`src/rtl/pattern_detector_param.sv`:
```
// Serial pattern detector: pulses out_bit for one cycle when the last PAT_LEN accepted bits equal pat.
// Optional saturating match counter is enabled by defining PATDET_COUNT_EN.
module pattern_detector_param #(
  parameter int                 PAT_LEN   = 4,
  parameter logic [PAT_LEN-1:0] PAT_RESET = {PAT_LEN{1'b1}},
  parameter int                 CNT_W     = 8
) (
  input  logic               clk,
  input  logic               reset_n,
  input  logic               in_valid,
  input  logic               in_bit,
  input  logic               pat_load,
  input  logic [PAT_LEN-1:0] pat_in,
  input  logic               overlap_en,
  input  logic               clear,
`ifdef PATDET_COUNT_EN
  output logic [CNT_W-1:0]   match_count,
`endif
  output logic               out_bit
);

  localparam int                FILL_W   = $clog2(PAT_LEN + 1);
  localparam logic [FILL_W-1:0] FILL_MAX = FILL_W'(PAT_LEN);

  // Elaboration-only parameter sanity hook; keeps CNT_W referenced when the counter is compiled out.
  if (PAT_LEN < 2 || CNT_W < 1) begin : g_bad_param
  end

  logic [PAT_LEN-1:0] pat, pat_nxt;
  logic [PAT_LEN-1:0] hist, hist_nxt, hist_shift;
  logic [FILL_W-1:0]  fill, fill_nxt, fill_inc;
  logic               out_nxt;
  logic               hit_acc;

  always_ff @(posedge clk or negedge reset_n) begin
    if (!reset_n) begin
      pat     <= PAT_RESET;
      hist    <= '0;
      fill    <= '0;
      out_bit <= 1'b0;
    end else begin
      pat     <= pat_nxt;
      hist    <= hist_nxt;
      fill    <= fill_nxt;
      out_bit <= out_nxt;
    end
  end

  always_comb begin
    hist_shift = {hist[PAT_LEN-2:0], in_bit};
    fill_inc   = (fill == FILL_MAX) ? FILL_MAX : fill + FILL_W'(1);
    // fill gating stops the all-zero reset history from matching a zero pattern
    hit_acc    = (fill_inc == FILL_MAX) && (hist_shift == pat);

    pat_nxt  = pat;
    hist_nxt = hist;
    fill_nxt = fill;
    out_nxt  = 1'b0;

    if (pat_load) pat_nxt = pat_in;

    if (clear || pat_load) begin
      hist_nxt = '0;
      fill_nxt = '0;
    end else if (in_valid) begin
      hist_nxt = hist_shift;
      fill_nxt = (hit_acc && !overlap_en) ? '0 : fill_inc;
      out_nxt  = hit_acc;
    end
  end

`ifdef PATDET_COUNT_EN
  logic [CNT_W-1:0] count_nxt;

  always_comb begin
    count_nxt = match_count;
    if (clear) count_nxt = '0;
    else if (out_nxt && (match_count != {CNT_W{1'b1}})) count_nxt = match_count + CNT_W'(1);
  end

  always_ff @(posedge clk or negedge reset_n) begin
    if (!reset_n) match_count <= '0;
    else          match_count <= count_nxt;
  end
`endif

endmodule

```
`config.mk`:
```
export PLATFORM = sky130hd
export DESIGN_NAME = pattern_detector_param
export DESIGN_NICKNAME = d
export VERILOG_FILES = /design/src/rtl/pattern_detector_param.sv
export SDC_FILE = /design/constraint.sdc
export NUM_CORES = 1
export LEC_CHECK = 0
export ABC_AREA = 1
export CAP_MARGIN = 10
export CORE_MARGIN = 2
export CORE_UTILIZATION = 25
export CTS_BUF_LIST = sky130_fd_sc_hd__clkbuf_2
export DETAILED_ROUTE_END_ITERATION = 8
export HOLD_SLACK_MARGIN = 0.06
export SYNTH_ARGS = -nofsm -noshare
export SYNTH_HDL_FRONTEND = slang
export SYNTH_SLANG_ARGS = --single-unit
```
`constraint.sdc`:
```
create_clock -name clk -period 2.1 [get_ports clk]
set_input_delay 0.42 -clock clk [delete_from_list [all_inputs] [get_ports clk]]
set_output_delay 0.42 -clock clk [all_outputs]
set_load 0.05 [all_outputs]
```
==> flow_metrics.env <==
export IMPL_area_growth_synth_to_final_pct=26.34
export IMPL_globalRouteTotalUtil=0.09330
export IMPL_clk_insertion_delay_late_ns=0.25
export IMPL_critical_path_buf_inv_count=1
export IMPL_unique_masters_post_synth=17
export IMPL_cp_num_cells=1
export IMPL_timing_max_slew_rel_slack=0.6657
export IMPL_route_vias_total=467
export IMPL_critical_path_slowest_cell="sky130_fd_sc_hd__clkdlybuf4s50_1"
export IMPL_muxShareOfSynthArea=0
export IMPL_drc_errors=0
export IMPL_synth_cells=72
export IMPL_io_pins=12
export IMPL_routed_via_density=4.096
export IMPL_final_hold_viol_count=0
export IMPL_drive_above_1_share=0.1279
export IMPL_numPortBuffers=11
export IMPL_vdd_ir_drop_max_mv=0.3184
export IMPL_first_pass_iters=4
export IMPL_power_frac_comb=0.142
export IMPL_clock_sinks=11
export IMPL_tritoncts="built"
export IMPL_synth_top_cell_area_share=0.2998
export IMPL_worstPathArrival_ns=1.39
export IMPL_grt_pass1_vias=435
export IMPL_effective_utilization_at_floorplan=0.2641
export IMPL_ctsLongestPathBuffers=2
export IMPL_synth_simple_gate_area_frac=0.2741
export IMPL_post_synth_cell_area_avg_um2=8.115
export IMPL_drv_cap=0
export IMPL_worstPathMaxFanout=1
export IMPL_worst_r2r_startpoint="fill[0]$_DFFE_PN0P_"
export IMPL_finalClockSkew_ns=0.0006792
export IMPL_finish_utilization=0.3337
export IMPL_synth_top_family_by_area="simple AND/OR/NAND/NOR gates"
export IMPL_cts_hold_fix_buffers=0
export IMPL_yosysSeqAreaShare=0.4797
export IMPL_netSwitchingFraction=0.2587
export IMPL_worst_slew_pin_slew_ns=0.4999
export IMPL_fp_dieArea_mm2=0.002740
export IMPL_crit_chain="clkdlybuf4s50_1"
export IMPL_cell_taking_the_most_area_after_synthesis="sky130_fd_sc_hd__dfrtp_1"
export IMPL_dr_first_iter_drc_count=11
export IMPL_critical_path_top_delay_family="buffers and inverters"
export IMPL_synth_area_leaders="sky130_fd_sc_hd__dfrtp_1 30%, sky130_fd_sc_hd__dfstp_2 18%, sky130_fd_sc_hd__nand2_1 13%"
export IMPL_sequential_cell_area_um2=280.3
export IMPL_netlist_area_um2=584.3
export IMPL_final_max_slew_viol_count=0
export IMPL_layout_worst_path_cycle_share=0.8604
export IMPL_ctsHtreeMaxLevel=1
export IMPL_dpl_cell_area_um2=718.2
export IMPL_ys_seq_elements=11
export IMPL_die_h_um=52.35
export IMPL_unrepaired_setup_endpoints_after_global_routing="false"
export IMPL_synth_xor_xnor_area_share=0
export IMPL_clock_root_cell="sky130_fd_sc_hd__clkbuf_2"
export IMPL_antenna_violating_nets_post_route=0
export IMPL_max_clock_freq_ghz=0.5534
export IMPL_intPower_uw=305.0
export IMPL_fillerInstances=257
export IMPL_postCtsSetupBuffers=0
export IMPL_antennaDiodeCount=0
export IMPL_die_w_um=52.35
export IMPL_clock_power_share=0.298
export IMPL_row_count=17
export IMPL_worstRegToRegCells=8
export IMPL_grt_antenna_before_repair=0
export IMPL_totalWireLength_um=1059
export IMPL_worstSetupPathType="reg -> out"
export IMPL_wl_per_cell_um=9.289
export IMPL_globalRoute_totalOverflow=0
export IMPL_layout_nets=100
export IMPL_finalSetupViolations=0
export IMPL_min_path_type="in -> async"
export IMPL_grt_max_degree=12
export IMPL_crit_path_max_incr_delay_ns=0.80
export IMPL_core_area_mm2=0.002212
export IMPL_synth_fa_ha_area_frac=0.04283
export IMPL_setup_tns_ns=0
export IMPL_finalInstanceArea_um2=738.2
export IMPL_layout_min_cycle_time_ns=1.807
export IMPL_dp_hpwl_um=844.9
export IMPL_total_switching_power_uw=106.5
export IMPL_powerDensity_mw_per_mm2=557.4
export IMPL_run_status="finished, final reports clean"
export IMPL_start_kind="flip-flop"
export IMPL_timing_critical_path_required_ns=1.68
export IMPL_leakage_power_nw=0.3552
export IMPL_p_seq_frac=0.561
export IMPL_cts_repair_resize_count=0
export IMPL_worst_setup_path_startpoint="out_bit$_DFF_PN0_"
export IMPL_grt_pass1_wl_um=1807
export IMPL_clk_transition_reported_paths_ns=0.11
export IMPL_timing_critical_path_to_type="output port"
export IMPL_ys_warn_count=0
export IMPL_synth_compound_area_share=0.09422
export IMPL_postSynthNetCount=85
export IMPL_gp_routability_congestion=0.7385
export IMPL_cts_buffers_inserted=3
export IMPL_multiInputGateArea_um2=240.2
final timing paths:
| kind | to | slack [ns] |
|---|---|---|
| worst min-delay path | hist[1]$_DFFE_PN0P_ | 0.48 |
| worst min register to register | pat[1]$_DFFE_PN1P_ | 0.51 |
| worst max-delay path | out_bit | 0.29 |
| min in group clk | pat[1]$_DFFE_PN1P_ | 0.51 |
| worst max register to register | fill[2]$_DFFE_PN0P_ | 0.78 |
| max in group asynchronous | pat[2]$_DFFE_PN1P_ | 1.27 |
cells in the mapped netlist (all sizes together):
| master | number |
|---|---|
| or2 | 1 |
| inv | 13 |
| dfrtp | 7 |
| nor2 | 6 |
| o22ai | 4 |
| o21ai | 5 |
| nand2 | 22 |
| dfstp | 4 |
| clkinv | 1 |
| nand3 | 5 |
| ha | 2 |
| a21oi | 1 |
| buf | 1 |
state kept, by name, summed over array words and instances (netlist names):
| name | flops |
|---|---|
| pat | 4 |
| fill | 3 |
| hist | 3 |
| out_bit | 1 |
power groups by stage:
stage	Clock (mW)	Sequential [mW]	Combinational, mW
CTS	0.131	0.231	0.0595
detailed placement	0	0.234	0.0592
finish	0.122	0.231	0.0584
global route	0.140	0.232	0.0672
global placement	0	0.234	0.0593
floorplan	0	0.233	0.0309
per-stage QoR:
| stage | setup slack [ns] | hold WS (ns) | total power [mW] | cells |
|---|---|---|---|---|
| after global placement | 0.3716 | 0.4959 | 0.2934 | 110 |
| after floorplan | 0.8836 | 0.1244 | 0.2643 | 72 |
| after detailed placement | 0.3473 | 0.4967 | 0.2937 | 110 |
| after global routing | 0.2394 | 0.4863 | 0.4387 | 114 |
| after CTS | 0.2625 | 0.4756 | 0.4212 | 114 |
| final | 0.2931 | 0.4786 | 0.4115 | 114 |
cells by family (layout without fill, tap and decap cells):
kind of cell / count (synthesis) / after routing
adders and majority gates: 2 / 2
AOI/OAI and AO/OA: 10 / 10
DFF: 11 / 11
buffers and inverters: 15 / 29
and+or+nand+nor: 34 / 34
final cells by class:
class | count | share of cell area
repair buffers | 11 | 0.1492
clock buffers | 4 | 0.02712
well taps | 28 | 0.04746
multi-input cells | 46 | 0.3254
flip-flops and latches | 11 | 0.3797
inverters | 14 | 0.07119
cell usage in the layout, fill, tap and decap left out, drive strengths merged:
cell,count
clkbuf,4
nor2,6
clkinv,1
o21ai,5
a21oi,1
inv,13
nand2,22
or2,1
clkdlybuf4s50,11
dfrtp,7
o22ai,4
dfstp,4
ha,2
nand3,5
worst reg2reg max path, stage by stage (launching register included):
cell,delay [ns]
sky130_fd_sc_hd__dfrtp_1,0.39
sky130_fd_sc_hd__inv_2,0.05
sky130_fd_sc_hd__ha_1,0.30
sky130_fd_sc_hd__a21oi_1,0.12
sky130_fd_sc_hd__nand2_1,0.06
sky130_fd_sc_hd__nor2_1,0.12
sky130_fd_sc_hd__nand3_1,0.09
sky130_fd_sc_hd__nand2_1,0.06
sky130_fd_sc_hd__nand2_1,0.04
metal layers:
metal | wire (um) | vias to the layer above | GRT usage
met5 | 0 | - | 0
met3 | 31 | 2 | 0.01714
met4 | 8 | 0 | 0.07692
li1 | - | 250 | -
met2 | 497 | 6 | 0.1354
met1 | 521 | 209 | 0.1184
(Power assumes the default switching activity.)
